## src/rtl/bus_enable_sync_if.sv

```systemverilog
// Source-to-destination bus bundle for bus_enable_sync: raw data plus qualifier in,
// captured data, strobe and transfer count out.
interface bus_enable_sync_if #(
   parameter int unsigned BUS_WIDTH = 8,
   parameter int unsigned CNT_WIDTH = 8
) ();
   logic [BUS_WIDTH-1:0] UNSYNC_BUS;
   logic                 BUS_ENABLE;
   logic [BUS_WIDTH-1:0] SYNC_BUS;
   logic                 ENABLE_PULSE;
   logic [CNT_WIDTH-1:0] EVENT_COUNT;

   modport master (
      output UNSYNC_BUS,
      output BUS_ENABLE,
      input  SYNC_BUS,
      input  ENABLE_PULSE,
      input  EVENT_COUNT
   );

   modport slave (
      input  UNSYNC_BUS,
      input  BUS_ENABLE,
      output SYNC_BUS,
      output ENABLE_PULSE,
      output EVENT_COUNT
   );
endinterface

```

## src/rtl/bus_enable_sync.sv

```systemverilog
// Enable-qualified multi-bit CDC: only BUS_ENABLE crosses a NUM_STAGES flop chain; the bus is
// captured once on a synchronised enable edge. Define TOGGLE_MODE_EN for toggle-encoded enables.
module bus_enable_sync #(
   parameter int unsigned BUS_WIDTH  = 8,
   parameter int unsigned NUM_STAGES = 2,
   parameter int unsigned CNT_WIDTH  = 8
) (
   input  logic              CLK,
   input  logic              RST,
   bus_enable_sync_if.slave  bus
);

   generate
      if (NUM_STAGES < 2 || NUM_STAGES > 5) begin : g_bad_num_stages
         $error("bus_enable_sync: NUM_STAGES must be in 2..5");
      end
   endgenerate

   logic [NUM_STAGES-1:0] sync_chain;
   logic                  sync_en;
   logic                  prev_en;
   logic                  event_c;
   logic [BUS_WIDTH-1:0]  sync_bus_q;
   logic                  enable_pulse_q;
   logic [CNT_WIDTH-1:0]  event_count_q;

   // Enable synchroniser; bit 0 is the first stage
   always_ff @(posedge CLK or posedge RST) begin
      if (RST) begin
         sync_chain <= '0;
         prev_en    <= 1'b0;
      end else begin
         sync_chain <= {sync_chain[NUM_STAGES-2:0], bus.BUS_ENABLE};
         prev_en    <= sync_en;
      end
   end

   assign sync_en = sync_chain[NUM_STAGES-1];

`ifdef TOGGLE_MODE_EN
   assign event_c = sync_en ^ prev_en;
`else
   assign event_c = sync_en & ~prev_en;
`endif

   // One-shot capture; the bus is stable by the time the enable edge leaves the chain
   always_ff @(posedge CLK or posedge RST) begin
      if (RST) begin
         sync_bus_q     <= '0;
         enable_pulse_q <= 1'b0;
         event_count_q  <= '0;
      end else begin
         enable_pulse_q <= event_c;
         if (event_c) begin
            sync_bus_q    <= bus.UNSYNC_BUS;
            event_count_q <= event_count_q + CNT_WIDTH'(1);
         end
      end
   end

   assign bus.SYNC_BUS     = sync_bus_q;
   assign bus.ENABLE_PULSE = enable_pulse_q;
   assign bus.EVENT_COUNT  = event_count_q;

endmodule

```

## src/flat_wrapper.sv

```systemverilog
// flat-port wrapper written by rule: the top's interface ports become plain ports
module bus_enable_sync_flat 
#(
   parameter int unsigned BUS_WIDTH  = 8,
   parameter int unsigned NUM_STAGES = 2,
   parameter int unsigned CNT_WIDTH  = 8
)
  (CLK, RST, bus_UNSYNC_BUS, bus_BUS_ENABLE, bus_SYNC_BUS, bus_ENABLE_PULSE, bus_EVENT_COUNT);
  bus_enable_sync_if #(.BUS_WIDTH(BUS_WIDTH), .CNT_WIDTH(CNT_WIDTH)) bus_i ();
  input  logic CLK;
  input  logic RST;
  input wire logic [$bits(bus_i.UNSYNC_BUS)-1:0] bus_UNSYNC_BUS;
  input wire logic [$bits(bus_i.BUS_ENABLE)-1:0] bus_BUS_ENABLE;
  output wire logic [$bits(bus_i.SYNC_BUS)-1:0] bus_SYNC_BUS;
  output wire logic [$bits(bus_i.ENABLE_PULSE)-1:0] bus_ENABLE_PULSE;
  output wire logic [$bits(bus_i.EVENT_COUNT)-1:0] bus_EVENT_COUNT;
  assign bus_i.UNSYNC_BUS = bus_UNSYNC_BUS;
  assign bus_i.BUS_ENABLE = bus_BUS_ENABLE;
  assign bus_SYNC_BUS = bus_i.SYNC_BUS;
  assign bus_ENABLE_PULSE = bus_i.ENABLE_PULSE;
  assign bus_EVENT_COUNT = bus_i.EVENT_COUNT;
  bus_enable_sync #(.BUS_WIDTH(BUS_WIDTH), .NUM_STAGES(NUM_STAGES), .CNT_WIDTH(CNT_WIDTH)) u_core (.CLK(CLK), .RST(RST), .bus(bus_i));
endmodule
```

## config.mk

```make
export PLATFORM = sky130hd
export DESIGN_NAME = bus_enable_sync_flat
export DESIGN_NICKNAME = d
export VERILOG_FILES = /design/src/rtl/bus_enable_sync_if.sv /design/src/rtl/bus_enable_sync.sv /design/src/flat_wrapper.sv
export SDC_FILE = /design/constraint.sdc
export NUM_CORES = 1
export LEC_CHECK = 0
export CORE_ASPECT_RATIO = 0.6
export CORE_MARGIN = 2
export CORE_UTILIZATION = 35
export DETAILED_ROUTE_END_ITERATION = 16
export PLACE_DENSITY = 0.76
export SKIP_LAST_GASP = 1
export SLEW_MARGIN = 40
export SYNTH_ARGS = -nofsm -noshare
export SYNTH_HDL_FRONTEND = slang
export SYNTH_SLANG_ARGS = --single-unit
```

## constraint.sdc

```tcl
create_clock -name CLK -period 2.2 [get_ports CLK]
set_input_delay 0.66 -clock CLK [delete_from_list [all_inputs] [get_ports CLK]]
set_output_delay 0.66 -clock CLK [all_outputs]
set_load 0.01 [all_outputs]
```

Yosys cells after proc, flatten, opt, wreduce, memory -nomap -nowiden
Cells that the tools add are included.
{"block": "totals", "out_inout_bits": 17, "elab_cells": 8, "ff_bits": 20, "inputBits": 11}
{"block": "op_classes", "add_sub_neg": 1, "n_bitwise": 2}
{"op": "8-bit by 1-bit adder with 8-bit output (second input constant)", "n": 1}
{"op": "1-bit bitwise AND", "n": 1}
{"op": "1-bit NOT", "n": 1}

Depth between registers and ports, before layout
Gate-level depths: netlist (run 1).
{"block": "depth", "ltp_word": 2, "depth_mapped": 4, "depth_no_buf": 3}

Worst setup path before layout (run 1)
OpenSTA, ideal clock, no wires.
{"block": "synth_timing", "kind": "register to register", "start": "reg u_core.prev_en", "end": "reg u_core.sync_bus_q[0], in the netlist u_core.bus.SYNC_BUS[0]", "n_path_buf": 1, "t_arrival_ps": 997, "period_less_slack_ps": 1122, "setup_slack_ps": 1078, "stages_incl_launch_ff": 4, "setup_ps": 125, "path_cell_list": "dfrtp_1 > nor2b_4 > buf_8 > mux2_2"}
{"block": "synth_via", "elab_chain_len": 2}
{"element": "start, declared", "line": "bus_enable_sync.sv:21", "rtl": "logic prev_en;"}
{"element": "start signal, assigned", "line": "bus_enable_sync.sv:34", "rtl": "prev_en <= sync_en;"}
{"element": "1-bit NOT", "line": "bus_enable_sync.sv:43", "rtl": "assign event_c = sync_en & ~prev_en;"}
{"element": "1-bit bitwise AND", "line": "bus_enable_sync.sv:43"}
{"element": "net u_core.event_c", "line": "bus_enable_sync.sv:22", "rtl": "logic event_c;"}
{"element": "end signal, assigned", "line": "bus_enable_sync.sv:55", "rtl": "sync_bus_q <= bus.UNSYNC_BUS;"}
{"element": "end, declared", "line": "bus_enable_sync.sv:23", "rtl": "logic [BUS_WIDTH-1:0] sync_bus_q;"}
The timed path passes the listed nets, and every way through them passes these cells.
A chain may end at the register's enable or synchronous reset.

Worst setup path in the final report (run 1)
{"block": "layout_timing", "start": "reg u_core.event_count_q[0], in the netlist u_core.bus.EVENT_COUNT[0]", "end": "out bus_EVENT_COUNT[0]"}
{"element": "start, declared", "line": "bus_enable_sync.sv:25", "rtl": "logic [CNT_WIDTH-1:0] event_count_q;"}
{"element": "start signal, assigned", "line": "bus_enable_sync.sv:56", "rtl": "event_count_q <= event_count_q + CNT_WIDTH'(1);"}
{"element": "end, declared", "line": "flat_wrapper.sv:16", "rtl": "output wire logic [$bits(bus_i.EVENT_COUNT)-1:0] bus_EVENT_COUNT;"}
No word-level cell between the ends.

==> summary.txt, run 1 <==
Seq/Total Area, Yosys - 66.01%
first-pass GRT wire length - 2180 µm
DRT Wirelength - 1336 µm
RR Startpoint - u_core.prev_en
DRC - 0
dpl hpwl - 991 µm
most common cell after layout, fill and taps aside - clkdlybuf4s50_1
share of layout cells above drive strength 1 - 20.25%
gr usage total - 11.98%
Hold-fix buffers, CTS - 0
Mapped Area - 758.2 µm²
nets@finish - 92
DRT antenna net count - 0
Reg clk slew, reported paths - 0.11 ns
H-tree Lvls - 1
Hold EP - u_core.sync_chain[1]
chip width - 64.09 µm
Peak supply drop - 0.4680 mV
max-slew violations - 0
Num CTS Buffers - 3
Clk Latency, worst-skew pair - 0.30 ns
Seq cells post-synth - 20
Fin Clk Skew - 0.002786 ns
family with the most delay on the worst path - buffers and inverters
PortBufs - 27
Cells after Synth - 48
Die ar. - 2567 µm²
CP max FO - 6
DRT Pass-1 Iters - 4
Tmin final - 2.007 ns
slowest stage cell, crit path - clkdlybuf4s50_1
class of the most critical setup path - reg -> out
area of the multi-input gates - 239.0 µm²
Final Total Pwr - 1.047 mW
Synth Net Count - 60
initial antenna violation count - 0
leakage - 0.4604 nW
Slew @ Worst Pin - 0.3553 ns
register area - 500.5 µm²
FF-to-FF setup slack - 0.96 ns
GPL Wtd Cong - 0.7466
Synth top area share - 66.01%
final setup violation count - 0
HP Start - u_core.sync_chain[0]
DR iter-0 viols - 10
Max-slew headroom - 76.26%
Critical Path Source Type - register
most frequent cells in the layout - clkdlybuf4s50_1 (27), dfrtp_1 (20), mux2_2 (9)
critical path arrival - 1.35 ns
Hold Path Class - reg -> reg
largest net degree at the start of global routing - 21
Synth area leader - dfrtp_1
syn_area_per_cell - 15.80 µm²
Final Hold Slack - 0.3605 ns
Yosys warnings - 0
setup TNS - 0 ns
critical path cell sequence - clkdlybuf4s50_1
Fmax - 498.3 MHz
status - finished clean
post-cts repair resize count - 0
R2R cell count - 2
Hold Path Cell Cnt - 0
Area contributors post-synth - dfrtp_1 (66%), mux2_2 (13%), xnor2_1 (6.9%), nand4_1 (3.3%), buf_8 (2.0%)
via count - 494
Required @ worst endpoint - 1.54 ns
post-CTS setup buffer count - 0
Ports - 28
row count - 12
clock buffer depth - 2
Root Buffer - clkbuf_4
Antenna Cells - 0
vias in the first global route - 487
number of max-cap violations - 0
RSZ-0062 raised after global routing - no
initial core utilization - 39.15%
Die Span Y - 40.06 µm
gr ovfl total - 0
Power Dens Cells - 958.5 nW/µm²
drt wl/cell - 12.49 µm
final hold violation count - 0
r2r endpoint - u_core.bus.SYNC_BUS[7]
total core area - 1937 µm²
Critical Path Max Stage Delay - 0.57 ns
Via-to-Cell Ratio - 4.617
fillers - 166
Clock Sinks - 20
period utilization - 91.22%
Unique masters post-synth - 12
CP endpoint kind - primary output
TritonCTS clock tree - yes
Area Overhead vs Synth - 44.06%
crit path buf inv count - 1
==> report_power, final <==
part / switching (mW) / total [mW] / internal (mW) / leakage (nW)
logic: 0.111 / 0.313 / 0.203 / 0.196
clock network: 0.108 / 0.209 / 0.101 / 0.0210
registers: 0.0819 / 0.525 / 0.443 / 0.244
total: 0.300 / 1.05 / 0.747 / 0.460
==> flip-flops by register name, summed over array words and instances (netlist names) <==
signal,count
u_core.bus.SYNC_BUS,8
u_core.sync_chain,2
u_core.bus.ENABLE_PULSE,1
u_core.bus.EVENT_COUNT,8
u_core.prev_en,1
==> cell type report <==
| cell class | count | area share, % |
|---|---|---|
| Inverter | 1 | 0.3436 |
| Multi-Input combinational cell | 26 | 21.88 |
| Tap cell | 28 | 3.207 |
| Timing Repair Buffer | 28 | 25.43 |
| Clock buffer | 4 | 3.322 |
| Sequential cell | 20 | 45.82 |
==> layer usage <==
| layer | wire, µm | up-vias | track usage, % |
|---|---|---|---|
| li1 | - | 228 | - |
| met1 | 629 | 241 | 13.73 |
| met2 | 585 | 23 | 20.31 |
| met3 | 112 | 2 | 5.618 |
| met4 | 8 | 0 | 4.787 |
| met5 | 0 | - | 0 |
==> synth_stat cells <==
library cell	instances
xor2_1	1
xnor2_1	6
and4b_2	1
mux2_2	9
and3_1	1
dfrtp_1	20
nor2b_4	1
ha_1	1
inv_1	1
nand2_1	2
nand4_1	4
buf_8	1
==> through the flow <==
stage / std cells / cell area [µm²] / setup slack (ns) / utilization [%]
4_1_cts: 107 / 1092 / 0.1782 / 56.40
3_5_place_dp: 103 / 1056 / 0.5288 / 54.52
2_1_floorplan: 48 / 758.2 / 1.078 / -
3_3_place_gp: 103 / 1056 / 0.5608 / 54.52
5_1_grt: 107 / 1092 / 0.1321 / 56.40
6_report: 107 / 1092 / 0.1932 / 56.40
==> cell families (layout without fill, tap and decap cells) <==
| logic type | count (synthesis) | count (layout) | share of synthesized area (%) |
|---|---|---|---|
| DFF | 20 | 20 | 66.01 |
| buffers and inverters | 2 | 33 | 2.474 |
| and+or+nand+nor | 9 | 9 | 8.416 |
| adders and majority gates | 1 | 1 | 1.650 |
| muxes | 9 | 9 | 13.37 |
| xor gates and xnor gates | 7 | 7 | 8.086 |
==> how the worst max path moves through the flow <==
stage	from	to	slack, ns	cells after the start
floorplan	u_core.prev_en	u_core.bus.SYNC_BUS[0]	1.08	3
global placement	u_core.bus.EVENT_COUNT[0]	bus_EVENT_COUNT[0]	0.56	1
detailed placement	u_core.bus.EVENT_COUNT[0]	bus_EVENT_COUNT[0]	0.53	1
CTS	u_core.bus.EVENT_COUNT[0]	bus_EVENT_COUNT[0]	0.18	1
global route	u_core.bus.EVENT_COUNT[0]	bus_EVENT_COUNT[0]	0.13	1
finish	u_core.bus.EVENT_COUNT[0]	bus_EVENT_COUNT[0]	0.19	1
Note: power is estimated with default switching activity, not from simulation.
==> inputs of run 2 (changes only) <==
--- a/config.mk
+++ b/config.mk
@@ -8,6 +8,7 @@
 export CORE_ASPECT_RATIO = 0.6
 export CORE_MARGIN = 2
 export CORE_UTILIZATION = 35
+export CTS_CLUSTER_SIZE = 30
 export DETAILED_ROUTE_END_ITERATION = 16
 export PLACE_DENSITY = 0.76
 export SKIP_LAST_GASP = 1
==> results of run 2 <==
Final layout, timing and power as in run 1 (identical DEF).
